`src/rtl/m_icache_pkg.sv`:
```
// m_icache_pkg: shared state encoding, NOP word and geometry helpers for the instruction cache.
// Latency: n/a (types and constants only).
// Backpressure: n/a.
// Contents: state_t (IDLE/REQ/FILL), NOP, default geometry, width helpers off_w/idx_w/tag_w.
package m_icache_pkg;

    typedef enum logic [1:0] {
        ST_IDLE = 2'd0,
        ST_REQ  = 2'd1,
        ST_FILL = 2'd2
    } state_t;

    // addi x0,x0,0 -- presented to IF whenever there is no hit
    localparam logic [31:0] NOP = 32'h0000_0013;

    localparam int DEF_LINES = 16;
    localparam int DEF_WORDS = 4;

    function automatic int off_w(input int words);
        return $clog2(words);
    endfunction

    function automatic int idx_w(input int lines);
        return $clog2(lines);
    endfunction

    // 30 = 32 address bits minus the two ignored byte-offset bits
    function automatic int tag_w(input int lines, input int words);
        return 30 - $clog2(words) - $clog2(lines);
    endfunction

endpackage

```
`src/rtl/m_icache_data.sv`:
```
// m_icache_data: LINES*WORDS x 32 instruction data array.
// Latency: read is combinational from raddr_i; write lands on the rising edge of clk_i.
// Backpressure: none, one write per cycle accepted unconditionally.
// Ports: clk_i, we_i/waddr_i/wdata_i (sync write), raddr_i -> rdata_o (async read).
module m_icache_data #(
    parameter int DEPTH = 64,
    parameter int AW    = 6
) (
    input  logic          clk_i,
    input  logic          we_i,
    input  logic [AW-1:0] waddr_i,
    input  logic [31:0]   wdata_i,
    input  logic [AW-1:0] raddr_i,
    output logic [31:0]   rdata_o
);

    // Contents are never reset; the valid bits in the parent guard every read.
    logic [31:0] mem_q [DEPTH];

    always_ff @(posedge clk_i) begin
        if (we_i) begin
            mem_q[waddr_i] <= wdata_i;
        end
    end

    assign rdata_o = mem_q[raddr_i];

endmodule

```
`src/rtl/m_icache.sv`:
```
// m_icache: direct-mapped instruction cache in front of IF, refilling whole lines from backing memory.
// Latency: hit returns w_ir in the same cycle; miss costs 1 miss + 1+ REQ + WORDS FILL cycles, hit on the next.
// Backpressure: w_stall holds fetch during a miss/refill; w_mreq is held with a stable w_maddr until w_mack.
// Ports: fetch side w_req/w_pc/w_inv -> w_ir/w_hit/w_stall; refill side w_mreq/w_maddr <- w_mack/w_mvalid/w_mdata.
module m_icache
    import m_icache_pkg::*;
#(
    parameter int LINES = DEF_LINES,
    parameter int WORDS = DEF_WORDS
) (
    input  logic        w_clk,
    input  logic        w_rst,
    input  logic        w_req,
    input  logic [31:0] w_pc,
    input  logic        w_inv,
    output logic [31:0] w_ir,
    output logic        w_hit,
    output logic        w_stall,
    output logic        w_mreq,
    output logic [31:0] w_maddr,
    input  logic        w_mack,
    input  logic        w_mvalid,
    input  logic [31:0] w_mdata
);

    localparam int OFF_W = off_w(WORDS);
    localparam int IDX_W = idx_w(LINES);
    localparam int TAG_W = tag_w(LINES, WORDS);
    localparam int AW    = IDX_W + OFF_W;
    localparam logic [OFF_W-1:0] LAST_BEAT = OFF_W'(WORDS - 1);

    state_t              state_q;
    logic [OFF_W-1:0]    cnt_q;
    logic [LINES-1:0]    valid_q;
    logic                inv_pend_q;
    logic                mreq_q;
    logic [31:0]         maddr_q;
    logic [TAG_W-1:0]    tag_q [LINES];

    logic [OFF_W-1:0]    pc_off;
    logic [IDX_W-1:0]    pc_idx;
    logic [TAG_W-1:0]    pc_tag;
    logic [IDX_W-1:0]    fill_idx;
    logic [TAG_W-1:0]    fill_tag;
    logic                lookup_hit;
    logic                lookup_miss;
    logic                beat_we;
    logic                fill_done;
    logic [31:0]         rd_word;
    logic                unused_pc_lsbs;

    assign pc_off = w_pc[OFF_W+1:2];
    assign pc_idx = w_pc[OFF_W+2 +: IDX_W];
    assign pc_tag = w_pc[31 -: TAG_W];

    // The line being refilled is identified entirely by the latched refill address,
    // so a redirected w_pc during REQ/FILL cannot disturb it.
    assign fill_idx = maddr_q[OFF_W+2 +: IDX_W];
    assign fill_tag = maddr_q[31 -: TAG_W];

    assign lookup_hit  = w_req && (state_q == ST_IDLE) && valid_q[pc_idx] && (tag_q[pc_idx] == pc_tag);
    assign lookup_miss = w_req && (state_q == ST_IDLE) && !lookup_hit;
    assign beat_we     = (state_q == ST_FILL) && w_mvalid;
    assign fill_done   = beat_we && (cnt_q == LAST_BEAT);

    assign unused_pc_lsbs = ^w_pc[1:0];

    always_ff @(posedge w_clk or posedge w_rst) begin
        if (w_rst) begin
            state_q    <= ST_IDLE;
            cnt_q      <= '0;
            valid_q    <= '0;
            inv_pend_q <= 1'b0;
            mreq_q     <= 1'b0;
            maddr_q    <= '0;
        end else begin
            case (state_q)
                ST_IDLE: begin
                    // Same-cycle lookup already used the old valid bits; a miss may start on this edge too.
                    if (w_inv) begin
                        valid_q <= '0;
                    end
                    if (lookup_miss) begin
                        state_q <= ST_REQ;
                        mreq_q  <= 1'b1;
                        maddr_q <= {w_pc[31:OFF_W+2], {(OFF_W+2){1'b0}}};
                    end
                end
                ST_REQ: begin
                    if (w_inv) begin
                        inv_pend_q <= 1'b1;
                    end
                    if (w_mack) begin
                        state_q <= ST_FILL;
                        mreq_q  <= 1'b0;
                        cnt_q   <= '0;
                    end
                end
                ST_FILL: begin
                    if (w_inv && !fill_done) begin
                        inv_pend_q <= 1'b1;
                    end
                    if (beat_we) begin
                        cnt_q <= cnt_q + OFF_W'(1);
                    end
                    if (fill_done) begin
                        state_q    <= ST_IDLE;
                        inv_pend_q <= 1'b0;
                        // A fence.i seen during the refill wins: the new line is left invalid as well.
                        if (inv_pend_q || w_inv) begin
                            valid_q <= '0;
                        end else begin
                            valid_q[fill_idx] <= 1'b1;
                        end
                    end
                end
                default: begin
                    state_q <= ST_IDLE;
                    mreq_q  <= 1'b0;
                end
            endcase
        end
    end

    // Tags are qualified by valid_q, so they need no reset.
    always_ff @(posedge w_clk) begin
        if (fill_done) begin
            tag_q[fill_idx] <= fill_tag;
        end
    end

    m_icache_data #(
        .DEPTH (LINES * WORDS),
        .AW    (AW)
    ) u_data (
        .clk_i   (w_clk),
        .we_i    (beat_we),
        .waddr_i ({fill_idx, cnt_q}),
        .wdata_i (w_mdata),
        .raddr_i ({pc_idx, pc_off}),
        .rdata_o (rd_word)
    );

    assign w_hit   = lookup_hit;
    assign w_ir    = lookup_hit ? rd_word : NOP;
    assign w_stall = (state_q != ST_IDLE) || (w_req && !lookup_hit);
    assign w_mreq  = mreq_q;
    assign w_maddr = maddr_q;

endmodule

```
`config.mk`:
```
export PLATFORM = sky130hd
export DESIGN_NAME = m_icache
export DESIGN_NICKNAME = d
export VERILOG_FILES = /design/src/rtl/m_icache_pkg.sv /design/src/rtl/m_icache_data.sv /design/src/rtl/m_icache.sv
export SDC_FILE = /design/constraint.sdc
export NUM_CORES = 2
export LEC_CHECK = 0
export ABC_AREA = 1
export ABC_CLOCK_PERIOD_IN_PS = 8100
export CAP_MARGIN = 30
export CORE_MARGIN = 5
export CORE_UTILIZATION = 51
export DETAILED_ROUTE_END_ITERATION = 6
export GPL_TIMING_DRIVEN = 1
export HOLD_SLACK_MARGIN = 0.02
export PLACE_DENSITY = 0.74
export SYNTH_ARGS = -nofsm -noshare
export SYNTH_HDL_FRONTEND = slang
export SYNTH_SLANG_ARGS = --single-unit
```
`constraint.sdc`:
```
create_clock -name w_clk -period 8.1 [get_ports w_clk]
set_clock_uncertainty 0.05 [all_clocks]
set_input_delay 0.81 -clock w_clk [delete_from_list [all_inputs] [get_ports w_clk]]
set_output_delay 0.81 -clock w_clk [all_outputs]
set_load 0.005 [all_outputs]
```
==> impl_metrics.yaml <==
clock_network:
  cts_root_buffer: "clkbuf_16"
  cts-hold-fix-buffers: 0
  clock_latency_ps: 890
  cts_tree: "yes"
  clk_pin_slew_ps: 60
  numCtsBuffers: 228
  postCtsSetupBuffers: 0
  clock-sinks: 2482
  htreeDepth: 4
  cts_buffer_depth: 3
  post_cts_resized: 0
floorplan:
  design.core.area_um2: 193000
  fp.dieW_um: 451
  die_h_um: 451
  fp-row-count: 161
  initial_utilization_pct: 51.4
  die_area_um2: 203000
  ios: 137
sta:
  rsz0062_at_grt: "no"
  hold_viol: 0
  tightest_slew_ps: 1060
  fin_crit_ps: 6520
  maxSlewHeadroom_pct: 29.5
  tns_ps: 0
  max_freq_mhz: 153
  fin_crit_sh_pct: 80.5
  drv_slew: 0
  setup_viol: 0
power_and_ir_drop:
  power_density_nw_per_um2: 252
  leakagePower_nw: 37.4
  clkPwrFrac_pct: 39.2
  peakVddDrop_v: 0.000204
  seqPwrFrac_pct: 52.9
  comb_power_share_pct: 7.9
  p_sw_share_pct: 23.7
  p_switching_w: 0.00666
  p_int_w: 0.0214
logic_synthesis:
  synth_flop_cell: "edfxtp_1"
  synth-async-reset-ratio_pct: 2.01
  synth_cell_types: 40
  avgSynthCellArea_um2: 13.0
  yosys_warnings: 0
  netlist_instances: 7631
  ys_ff_latch: 2482
  synth_edf_count: 2432
  syn_area_um2: 99000
  ys_seq_area_share_pct: 75.0
setup_path:
  cp.arrival_ps: 5660
  setup.worst_path.start_class: "primary input"
  cp_max_fo: 132
  worstSetupPathType: "primary input to output port"
  cp-end-kind: "output port"
  required_ps: 7240
job:
  max-cap-violations: 0
drt:
  firstDrtPassIters: 7
  drc: 21
  routed_via_density: 6.33
  routedWlPerCell_um: 26.4
  vias: 65600
  antenna_violating_nets_post_route: 0
  initialDrtViolationCount: 9249
  totalWireLength_mm: 274
global_route:
  grt_max_degree: 218
  grt_pass1_vias: 63000
  gr-total-overflow: 0
  grt_pass1_wl_mm: 401
  antenna_found_initial: 25
  grt_usage_pct: 26.2
finish:
  drive_gt1_share_pct: 8.78
  area_growth_pct: 12.7
  fin_nets: 7715
  final_area_um2: 112000
placement:
  globalplace.congestion: 0.822
  hpwl_mm: 140
  placed_area_um2: 103000
  portBuffers: 130
run_status:
  violations: "DRC"
  outcome: "complete, but fails checks"
min_path:
  hold_class: "primary input to flop"
-- critical path: stages --
cell             delay [ps]
buf_8                   570
inv_8                   450
nor2_1                  250
o21ai_1                  90
nand3_1                 100
nand3_1                 120
nand3_1                 120
nand2_1                  70
nor2_1                  220
nand2_1                 120
nor2_1                  160
nand2_2                 320
nor2_4                  570
buf_4                   390
and3_1                  450
clkdlybuf4s50_1         590
-- cells by family (layout without fill, tap and decap cells) --
group	Yosys count	in the layout	synth area share (%)
compound gates	1788	1788	11.3
fa+ha+maj	5	5	0.0632
buf+inv	781	987	3.22
flops	2482	2482	75.0
other cells	1	9	0.00379
simple gates	2574	2574	10.4
-- per-stage QoR --
step           instances  hold slack [ps]  setup WS [ps]  power (W)  util [%]
2_1_floorplan       7634              405           4520     0.0161         -
3_3_place_gp        9904              424           1940     0.0171      53.5
3_5_place_dp        9923              446           1890     0.0172      53.7
4_1_cts            10400              213           1870     0.0280      57.7
5_1_grt            10400              127           1600     0.0289      57.9
6_report           10400              139           1580     0.0281      57.9
-- cells in the mapped netlist (10+ instances only) --
| cell | count | area (um2) |
|---|---|---|
| o211ai_1 | 124 | 931 |
| a221o_1 | 17 | 170 |
| nand2_2 | 12 | 75.1 |
| o21ai_1 | 28 | 140 |
| buf_1 | 44 | 165 |
| o21ai_0 | 714 | 3570 |
| o221ai_1 | 174 | 1520 |
| buf_2 | 70 | 350 |
| a32o_1 | 116 | 1160 |
| nor2_1 | 740 | 2780 |
| nor3_1 | 21 | 105 |
| nand2_1 | 1386 | 5200 |
| nand3_1 | 362 | 1810 |
| o22ai_1 | 119 | 744 |
| buf_6 | 18 | 203 |
| clkbuf_1 | 408 | 1530 |
| nand4_1 | 18 | 113 |
| inv_1 | 226 | 848 |
| dfrtp_1 | 50 | 1250 |
| a221oi_1 | 97 | 850 |
| edfxtp_1 | 2432 | 73000 |
| a21oi_1 | 369 | 1850 |
| and3_1 | 23 | 144 |
| o21ai_2 | 10 | 87.6 |
-- final cells by class --
type                            instances  area (um2)
Clock inverter                        160        1850
Inverter                              233         920
Sequential cell                      2482       74300
Tap cell                             2526        3160
Timing Repair Buffer                  324        3290
Clock buffer                          270        5910
Multi-Input combinational cell       4371       22100
Antenna cell                            5        12.5
Fill cell                           14200       81200
-- state kept, by name (all words and copies together) (netlist names) --
| name | count |
|---|---|
| state_q | 2 |
| cnt_q | 2 |
| w_maddr | 28 |
| u_data.mem_q | 2048 |
| inv_pend_q | 1 |
| w_mreq | 1 |
| tag_q | 384 |
| valid_q | 16 |
-- layout by cell type (no fill, tap or decap), types with 14 or more instances in the layout --
cell type,n
bufinv_16,31
a21oi_1,369
nand2_1,1386
a221oi_1,97
clkbuf_1,38
edfxtp_1,2432
a221o_1,17
buf_2,33
buf_16,14
inv_1,222
nor2_4,66
dfrtp_1,50
clkinv_1,59
a32o_1,116
nor3_2,15
o22ai_1,119
nand4_1,18
clkbuf_16,229
o221ai_1,174
buf_12,32
buf_4,148
o21ai_0,714
nand3_1,362
clkdlybuf4s50_1,92
clkinv_2,54
o21ai_1,28
and3_1,23
o211ai_1,124
nor2_1,675
-- routing by layer --
layer | vias to the layer above | part of all wire, % | track usage, %
met5 | - | 0.018 | 0
met2 | 4432 | 47 | 41.3
met1 | 32200 | 36 | 35.4
met4 | 8 | 4.3 | 11.2
li1 | 28200 | - | -
met3 | 709 | 13 | 5.77
-- power groups by stage --
| stage | registers [W] | logic, W | clock network [W] |
|---|---|---|---|
| global placement | 0.0151 | 0.00199 | 0 |
| floorplan | 0.0150 | 0.00113 | 0 |
| detailed placement | 0.0151 | 0.00208 | 0 |
| global route | 0.0149 | 0.00236 | 0.0116 |
| CTS | 0.0149 | 0.00210 | 0.0111 |
| finish | 0.0149 | 0.00221 | 0.0110 |
-- final timing paths --
kind	from	endpoint	slack [ps]	cells past startpoint
max	w_pc[5]	w_ir[17]	1580	16
min	w_mdata[0]	u_data.mem_q[22][0]	140	1
max reg2reg	tag_q[0][1]	w_maddr[5]	4190	16
min reg2reg	inv_pend_q	inv_pend_q	460	2
max in group asynchronous	w_rst	valid_q[6]	7010	3
min in group asynchronous	w_rst	w_maddr[18]	440	3
Note: power is estimated with default switching activity, not from simulation.
